===== config.mk =====
export PLATFORM = sky130hd
export DESIGN_NAME = as_bus_resp_flat
export DESIGN_NICKNAME = d
export VERILOG_FILES = /design/src/rtl/as_bus_resp_if.sv /design/src/rtl/as_bus_resp.sv /design/src/flat_wrapper.sv
export SDC_FILE = /design/constraint.sdc
export NUM_CORES = 1
export LEC_CHECK = 0
export CAP_MARGIN = 10
export CORE_AREA = 2 2 184 186
export CTS_BUF_LIST = sky130_fd_sc_hd__clkbuf_16
export CTS_CLUSTER_DIAMETER = 30
export DETAILED_ROUTE_END_ITERATION = 10
export DIE_AREA = 0 0 186 188
export GPL_TIMING_DRIVEN = 0
export PLACE_DENSITY = 0.5
export SLEW_MARGIN = 20
export SYNTH_ARGS = -nofsm -noshare
export SYNTH_HDL_FRONTEND = slang
export SYNTH_SLANG_ARGS = --single-unit
export TNS_END_PERCENT = 100

===== constraint.sdc =====
create_clock -name clk_i -period 2.78 [get_ports clk_i]
set_clock_uncertainty 0.15 [all_clocks]
set_input_delay 0.417 -clock clk_i [delete_from_list [all_inputs] [get_ports clk_i]]
set_output_delay 0.417 -clock clk_i [all_outputs]
set_load 0.005 [all_outputs]

===== src/rtl/as_bus_resp_if.sv =====
// Bus bundle between the core-side address decoder, the access controller
// and the downstream slaves (RAM, GPIO, QSPI, CGU).
interface as_bus_resp_if #(
  parameter int DW = 64,
  parameter int CS = 4
);
  // Core request side
  logic             req_i;
  logic             we_i;
  logic [DW-1:0]    wdata_i;
  logic [CS-1:0]    cs_i;
  // Slave side
  logic [CS-1:0]    sel_o;
  logic             we_o;
  logic [DW-1:0]    wdata_o;
  logic [CS*DW-1:0] slv_rdata_i;
  logic [CS-1:0]    slv_ack_i;
  // Core response side
  logic [DW-1:0]    rdata_o;
  logic             ack_o;
  logic             err_o;
  logic             busy_o;

  // The access controller itself
  modport slave (
    input  req_i, we_i, wdata_i, cs_i, slv_rdata_i, slv_ack_i,
    output sel_o, we_o, wdata_o, rdata_o, ack_o, err_o, busy_o
  );

  // Whoever drives requests and models the slaves
  modport master (
    output req_i, we_i, wdata_i, cs_i, slv_rdata_i, slv_ack_i,
    input  sel_o, we_o, wdata_o, rdata_o, ack_o, err_o, busy_o
  );
endinterface


===== src/rtl/as_bus_resp.sv =====
// Data-bus access controller: registers a one-hot chip-select access towards
// one slave, waits for its acknowledge (bounded by TIMEOUT cycles) and
// returns a single-cycle ack/err pulse plus read data to the core.
module as_bus_resp #(
  parameter int DW      = 64,
  parameter int CS      = 4,
  parameter int TIMEOUT = 16
) (
  input  logic          clk_i,
  input  logic          rst_ni,
  as_bus_resp_if.slave  bus
);

  localparam int CW = $clog2(TIMEOUT + 1);

  typedef enum logic [1:0] {
    ST_IDLE   = 2'd0,
    ST_ACCESS = 2'd1,
    ST_RESP   = 2'd2,
    ST_ERR    = 2'd3
  } state_e;

  // A chip-select vector is usable only if exactly one slave is addressed.
  function automatic logic is_onehot(input logic [CS-1:0] v);
    return (v != {CS{1'b0}}) &&
           ((v & (v - {{(CS-1){1'b0}}, 1'b1})) == {CS{1'b0}});
  endfunction

  state_e         state_q;
  logic [CS-1:0]  sel_q;
  logic           we_q;
  logic [DW-1:0]  wdata_q;
  logic [DW-1:0]  rdata_q;
  logic           ack_q;
  logic           err_q;
  logic           busy_q;
  logic [CW-1:0]  cnt_q;

  logic [CS-1:0]  hit_s;
  logic           hit_any_s;
  logic [DW-1:0]  hit_data_s;
  logic [CW-1:0]  cnt_inc_s;
  logic           timeout_s;

  // Only an acknowledge from the currently selected slave counts.
  always_comb begin
    hit_s      = bus.slv_ack_i & sel_q;
    hit_any_s  = (hit_s != {CS{1'b0}});
    cnt_inc_s  = cnt_q + {{(CW-1){1'b0}}, 1'b1};
    timeout_s  = (cnt_inc_s == CW'(TIMEOUT));
    hit_data_s = {DW{1'b0}};
    for (int n = 0; n < CS; n++) begin
      hit_data_s = hit_data_s | ({DW{hit_s[n]}} & bus.slv_rdata_i[n*DW +: DW]);
    end
  end

  // Access FSM; every output is a register updated on the transition.
  always_ff @(posedge clk_i) begin
    if (!rst_ni) begin
      state_q <= ST_IDLE;
      sel_q   <= {CS{1'b0}};
      we_q    <= 1'b0;
      wdata_q <= {DW{1'b0}};
      rdata_q <= {DW{1'b0}};
      ack_q   <= 1'b0;
      err_q   <= 1'b0;
      busy_q  <= 1'b0;
      cnt_q   <= {CW{1'b0}};
    end else begin
      ack_q <= 1'b0;
      err_q <= 1'b0;
      case (state_q)
        ST_IDLE: begin
          if (bus.req_i) begin
            busy_q <= 1'b1;
            if (is_onehot(bus.cs_i)) begin
              sel_q   <= bus.cs_i;
              we_q    <= bus.we_i;
              wdata_q <= bus.wdata_i;
              cnt_q   <= {CW{1'b0}};
              state_q <= ST_ACCESS;
            end else begin
              // Unmapped: answer with an error without touching any slave.
              sel_q   <= {CS{1'b0}};
              we_q    <= 1'b0;
              rdata_q <= {DW{1'b0}};
              ack_q   <= 1'b1;
              err_q   <= 1'b1;
              state_q <= ST_ERR;
            end
          end else begin
            busy_q  <= 1'b0;
            state_q <= ST_IDLE;
          end
        end
        ST_ACCESS: begin
          cnt_q <= cnt_inc_s;
          if (hit_any_s) begin
            // Acknowledge wins over a timeout in the same cycle.
            if (!we_q) begin
              rdata_q <= hit_data_s;
            end else begin
              rdata_q <= rdata_q;
            end
            sel_q   <= {CS{1'b0}};
            we_q    <= 1'b0;
            ack_q   <= 1'b1;
            state_q <= ST_RESP;
          end else if (timeout_s) begin
            sel_q   <= {CS{1'b0}};
            we_q    <= 1'b0;
            rdata_q <= {DW{1'b0}};
            ack_q   <= 1'b1;
            err_q   <= 1'b1;
            state_q <= ST_ERR;
          end else begin
            state_q <= ST_ACCESS;
          end
        end
        ST_RESP: begin
          busy_q  <= 1'b0;
          state_q <= ST_IDLE;
        end
        ST_ERR: begin
          busy_q  <= 1'b0;
          rdata_q <= {DW{1'b0}};
          state_q <= ST_IDLE;
        end
        default: begin
          sel_q   <= {CS{1'b0}};
          we_q    <= 1'b0;
          busy_q  <= 1'b0;
          state_q <= ST_IDLE;
        end
      endcase
    end
  end

  assign bus.sel_o   = sel_q;
  assign bus.we_o    = we_q;
  assign bus.wdata_o = wdata_q;
  assign bus.rdata_o = rdata_q;
  assign bus.ack_o   = ack_q;
  assign bus.err_o   = err_q;
  assign bus.busy_o  = busy_q;

endmodule


===== src/flat_wrapper.sv =====
// flat-port wrapper written by rule: the top's interface ports become plain ports
module as_bus_resp_flat 
#(
  parameter int DW      = 64,
  parameter int CS      = 4,
  parameter int TIMEOUT = 16
)
  (clk_i, rst_ni, bus_req_i, bus_we_i, bus_wdata_i, bus_cs_i, bus_slv_rdata_i, bus_slv_ack_i, bus_sel_o, bus_we_o, bus_wdata_o, bus_rdata_o, bus_ack_o, bus_err_o, bus_busy_o);
  as_bus_resp_if #(.DW(DW), .CS(CS)) bus_i ();
  input  logic clk_i;
  input  logic rst_ni;
  input wire logic [$bits(bus_i.req_i)-1:0] bus_req_i;
  input wire logic [$bits(bus_i.we_i)-1:0] bus_we_i;
  input wire logic [$bits(bus_i.wdata_i)-1:0] bus_wdata_i;
  input wire logic [$bits(bus_i.cs_i)-1:0] bus_cs_i;
  input wire logic [$bits(bus_i.slv_rdata_i)-1:0] bus_slv_rdata_i;
  input wire logic [$bits(bus_i.slv_ack_i)-1:0] bus_slv_ack_i;
  output wire logic [$bits(bus_i.sel_o)-1:0] bus_sel_o;
  output wire logic [$bits(bus_i.we_o)-1:0] bus_we_o;
  output wire logic [$bits(bus_i.wdata_o)-1:0] bus_wdata_o;
  output wire logic [$bits(bus_i.rdata_o)-1:0] bus_rdata_o;
  output wire logic [$bits(bus_i.ack_o)-1:0] bus_ack_o;
  output wire logic [$bits(bus_i.err_o)-1:0] bus_err_o;
  output wire logic [$bits(bus_i.busy_o)-1:0] bus_busy_o;
  assign bus_i.req_i = bus_req_i;
  assign bus_i.we_i = bus_we_i;
  assign bus_i.wdata_i = bus_wdata_i;
  assign bus_i.cs_i = bus_cs_i;
  assign bus_i.slv_rdata_i = bus_slv_rdata_i;
  assign bus_i.slv_ack_i = bus_slv_ack_i;
  assign bus_sel_o = bus_i.sel_o;
  assign bus_we_o = bus_i.we_o;
  assign bus_wdata_o = bus_i.wdata_o;
  assign bus_rdata_o = bus_i.rdata_o;
  assign bus_ack_o = bus_i.ack_o;
  assign bus_err_o = bus_i.err_o;
  assign bus_busy_o = bus_i.busy_o;
  as_bus_resp #(.DW(DW), .CS(CS), .TIMEOUT(TIMEOUT)) u_core (.clk_i(clk_i), .rst_ni(rst_ni), .bus(bus_i));
endmodule

==> results.tsv <==
metric	value	unit
status	completed	
pin_count	468	
ff2ff_setup_slack	0.35	ns
clk-insertion-delay-late	0.42	ns
power_switching	1410	uW
min_period	2.59	ns
wl	31800	um
drt_iter0_drc	318	
critical_path_arrival	2.78	ns
final.fill_count	3425	
gp_congestion	0.795	
hold_viol_final	0	
critPathRequiredTime	2.98	ns
yosysSeqAreaShare	41.3	%
dieHeight	188	um
switching_share	26.2	%
hold_buffers	0	
max_freq	0.387	GHz
drive_above_1_share	3.68	%
pwr-share-clk	42.3	%
cts_htree_levels	4	
tns	0	ns
grt_max_degree	17	
rsz0062_at_grt	false	
final_cell_mix	clkdlybuf4s50_1, nand2_1, dfxtp_1	
synthDistinctLibCells	34	
syn_nets	1193	
syn_area	6920	um^2
reg2reg_depth	7	
worstMarginPinSlew	0.873	ns
cts.path.max_buffers	2	
hpwl	25600	um
cts_root_buffer	clkbuf_16	
cell_internal_pwr	3990	uW
fin_nets	1679	
io_buffers	467	
start_util	20.9	%
row_count	67	
r2r_start	u_core.bus.sel_o[2]$_SDFFE_PN0P_	
synthFlopType	dfxtp_1	
grt_remaining_overflow	0	
clock-sinks	143	
vias_per_cell	4.31	
antenna_found_initial	2	
hold_end	u_core.bus.wdata_o[59]$_SDFFE_PN0P_	
r2r-end	u_core.bus.rdata_o[52]$_SDFFE_PN0P_	
power_frac_comb	18.6	%
yosys_warnings	0	
ys_ff_latch	143	
cts_resized	0	
p_leak	0.00459	uW
slew_headroom	41.8	%
core	33100	um^2
setup_viol	0	
startpoint	bus_slv_ack_i[2]	
hold_start	u_core.bus.wdata_o[59]$_SDFFE_PN0P_	
seq_power_share	39.2	%
maxCapViolCount	0	
async_reset_ff_share	0	%
path_class	in -> reg	
wl_per_cell	17.6	um
cts-buffers-inserted	17	
finalCritPeriodShare	93.0	%
die-width	186	um
cp-end-kind	register	
postCtsSetupRepairBufs	0	
areaGrowthSynthToFinish	83.9	%
synth_cells	860	
drtAntennaViolNets	0	
hold_path.class	reg -> reg	
grt_pass1_wl	46700	um
drt_first_pass_iters	5	
maxSlewViolCount	0	
final_common_cell	clkdlybuf4s50_1	
grt_pass1_vias	7937	
peakVddDrop	0.360	mV
synth_edf_count	0	
cts_tree	done	
grtUsageTotal	17.6	%
hold_depth	2	
start_kind	input pin	
die_area	35000	um^2
whs	0.304	ns
clkTransAtPathRegs	0.07	ns
worst-path-max-fanout	10	
remaining_drc_errors	0	
num_vias	7799	
power.density	424	nW/um^2
postSynthAreaPerCell	8.05	um^2
## worst max path at each step
stage	end	slack [ns]	cells past startpoint
3_5_place_dp	u_core.bus.rdata_o[52]$_SDFFE_PN0P_	-0.28	8
3_3_place_gp	u_core.bus.rdata_o[39]$_SDFFE_PN0P_	-0.34	7
6_report	u_core.bus.rdata_o[52]$_SDFFE_PN0P_	0.19	8
5_1_grt	u_core.bus.rdata_o[22]$_SDFFE_PN0P_	0.04	8
2_1_floorplan	u_core.bus.rdata_o[10]$_SDFFE_PN0P_	0.71	7
4_1_cts	u_core.bus.rdata_o[52]$_SDFFE_PN0P_	0.17	8
## flip-flops by register name (all words and copies together) (netlist names)
| signal | count |
|---|---|
| u_core.state_q | 2 |
| u_core.bus.we_o | 1 |
| u_core.bus.sel_o | 4 |
| u_core.bus.rdata_o | 64 |
| u_core.bus.wdata_o | 64 |
| u_core.bus.ack_o | 1 |
| u_core.cnt_q | 5 |
| u_core.bus.busy_o | 1 |
| u_core.bus.err_o | 1 |
## final cells by class
class / instances / area (um^2) / area share (%)
flip-flops and latches: 143 / 2860 / 22.5
repair buffers: 467 / 4670 / 36.7
diodes: 2 / 5.00 / 0.0393
well taps: 448 / 561 / 4.40
clock buffers: 17 / 425 / 3.34
clock inverters: 14 / 144 / 1.13
plain buffers: 72 / 338 / 2.65
multi-input cells: 645 / 3730 / 29.3
## metrics by stage
step	cell area (um^2)	util, %	setup slack, ns	cells	power, uW
after global placement	12200	36.7	-0.335	1775	3180
after CTS	12700	38.4	0.169	1806	5510
after detailed placement	12200	36.7	-0.281	1775	3180
after global routing	12700	38.5	0.0432	1808	5680
final	12700	38.5	0.194	1808	5400
after floorplan	6920	-	0.706	860	2510
## metal layers
layer / track usage (%) / routed length, um / vias to the layer above
met5: 0 / 0 / -
met4: 4.24 / 405 / 0
met3: 5.87 / 2780 / 20
met2: 31.2 / 15800 / 295
met1: 20.3 / 12900 / 3527
li1: - / - / 3957
## critical path, cell delays in order
cell             delay [ns]
clkdlybuf4s50_1        0.51
and2_1                 0.22
clkbuf_1               0.68
clkbuf_1               0.44
a22oi_1                0.21
nand2_1                0.11
nand2_1                0.06
mux2i_1                0.14
## cell families (layout without fill, tap and decap cells)
group | after synthesis | count (layout) | share of synthesized area [%]
simple gates | 360 | 360 | 20.5
other cells | 0 | 2 | 0
xor+xnor | 1 | 1 | 0.127
flops | 143 | 143 | 41.3
mux | 65 | 65 | 9.41
buf+inv | 72 | 570 | 4.88
fa+ha+maj | 1 | 1 | 0.181
compound gates | 218 | 218 | 23.5
## power by group through the flow
stage	registers [uW]	clock network (uW)	logic, uW
5_1_grt	2120	2480	1080
3_3_place_gp	2160	0	1020
2_1_floorplan	2160	0	342
4_1_cts	2120	2380	1020
3_5_place_dp	2160	0	1010
6_report	2120	2280	1000
## Yosys cell counts, drive strengths merged, types with 2 or more instances
library cell  instances  area [um^2]
a21boi               66          495
nand3                 2         10.0
nand2b                3         18.8
nand2               328         1230
nor2b                 2         12.5
buf                  26          165
clkbuf               46          173
a22oi               128          961
dfxtp               143         2860
nor2                 10         37.5
o21ai                 7         35.0
or4b                  2         20.0
and2                  6         37.5
mux2i                64          641
nor3                  2         10.0
a21oi                 6         30.0
nor3b                 3         22.5
a32o                  5         50.1
No activity file was read; power rests on OpenSTA's default activity.
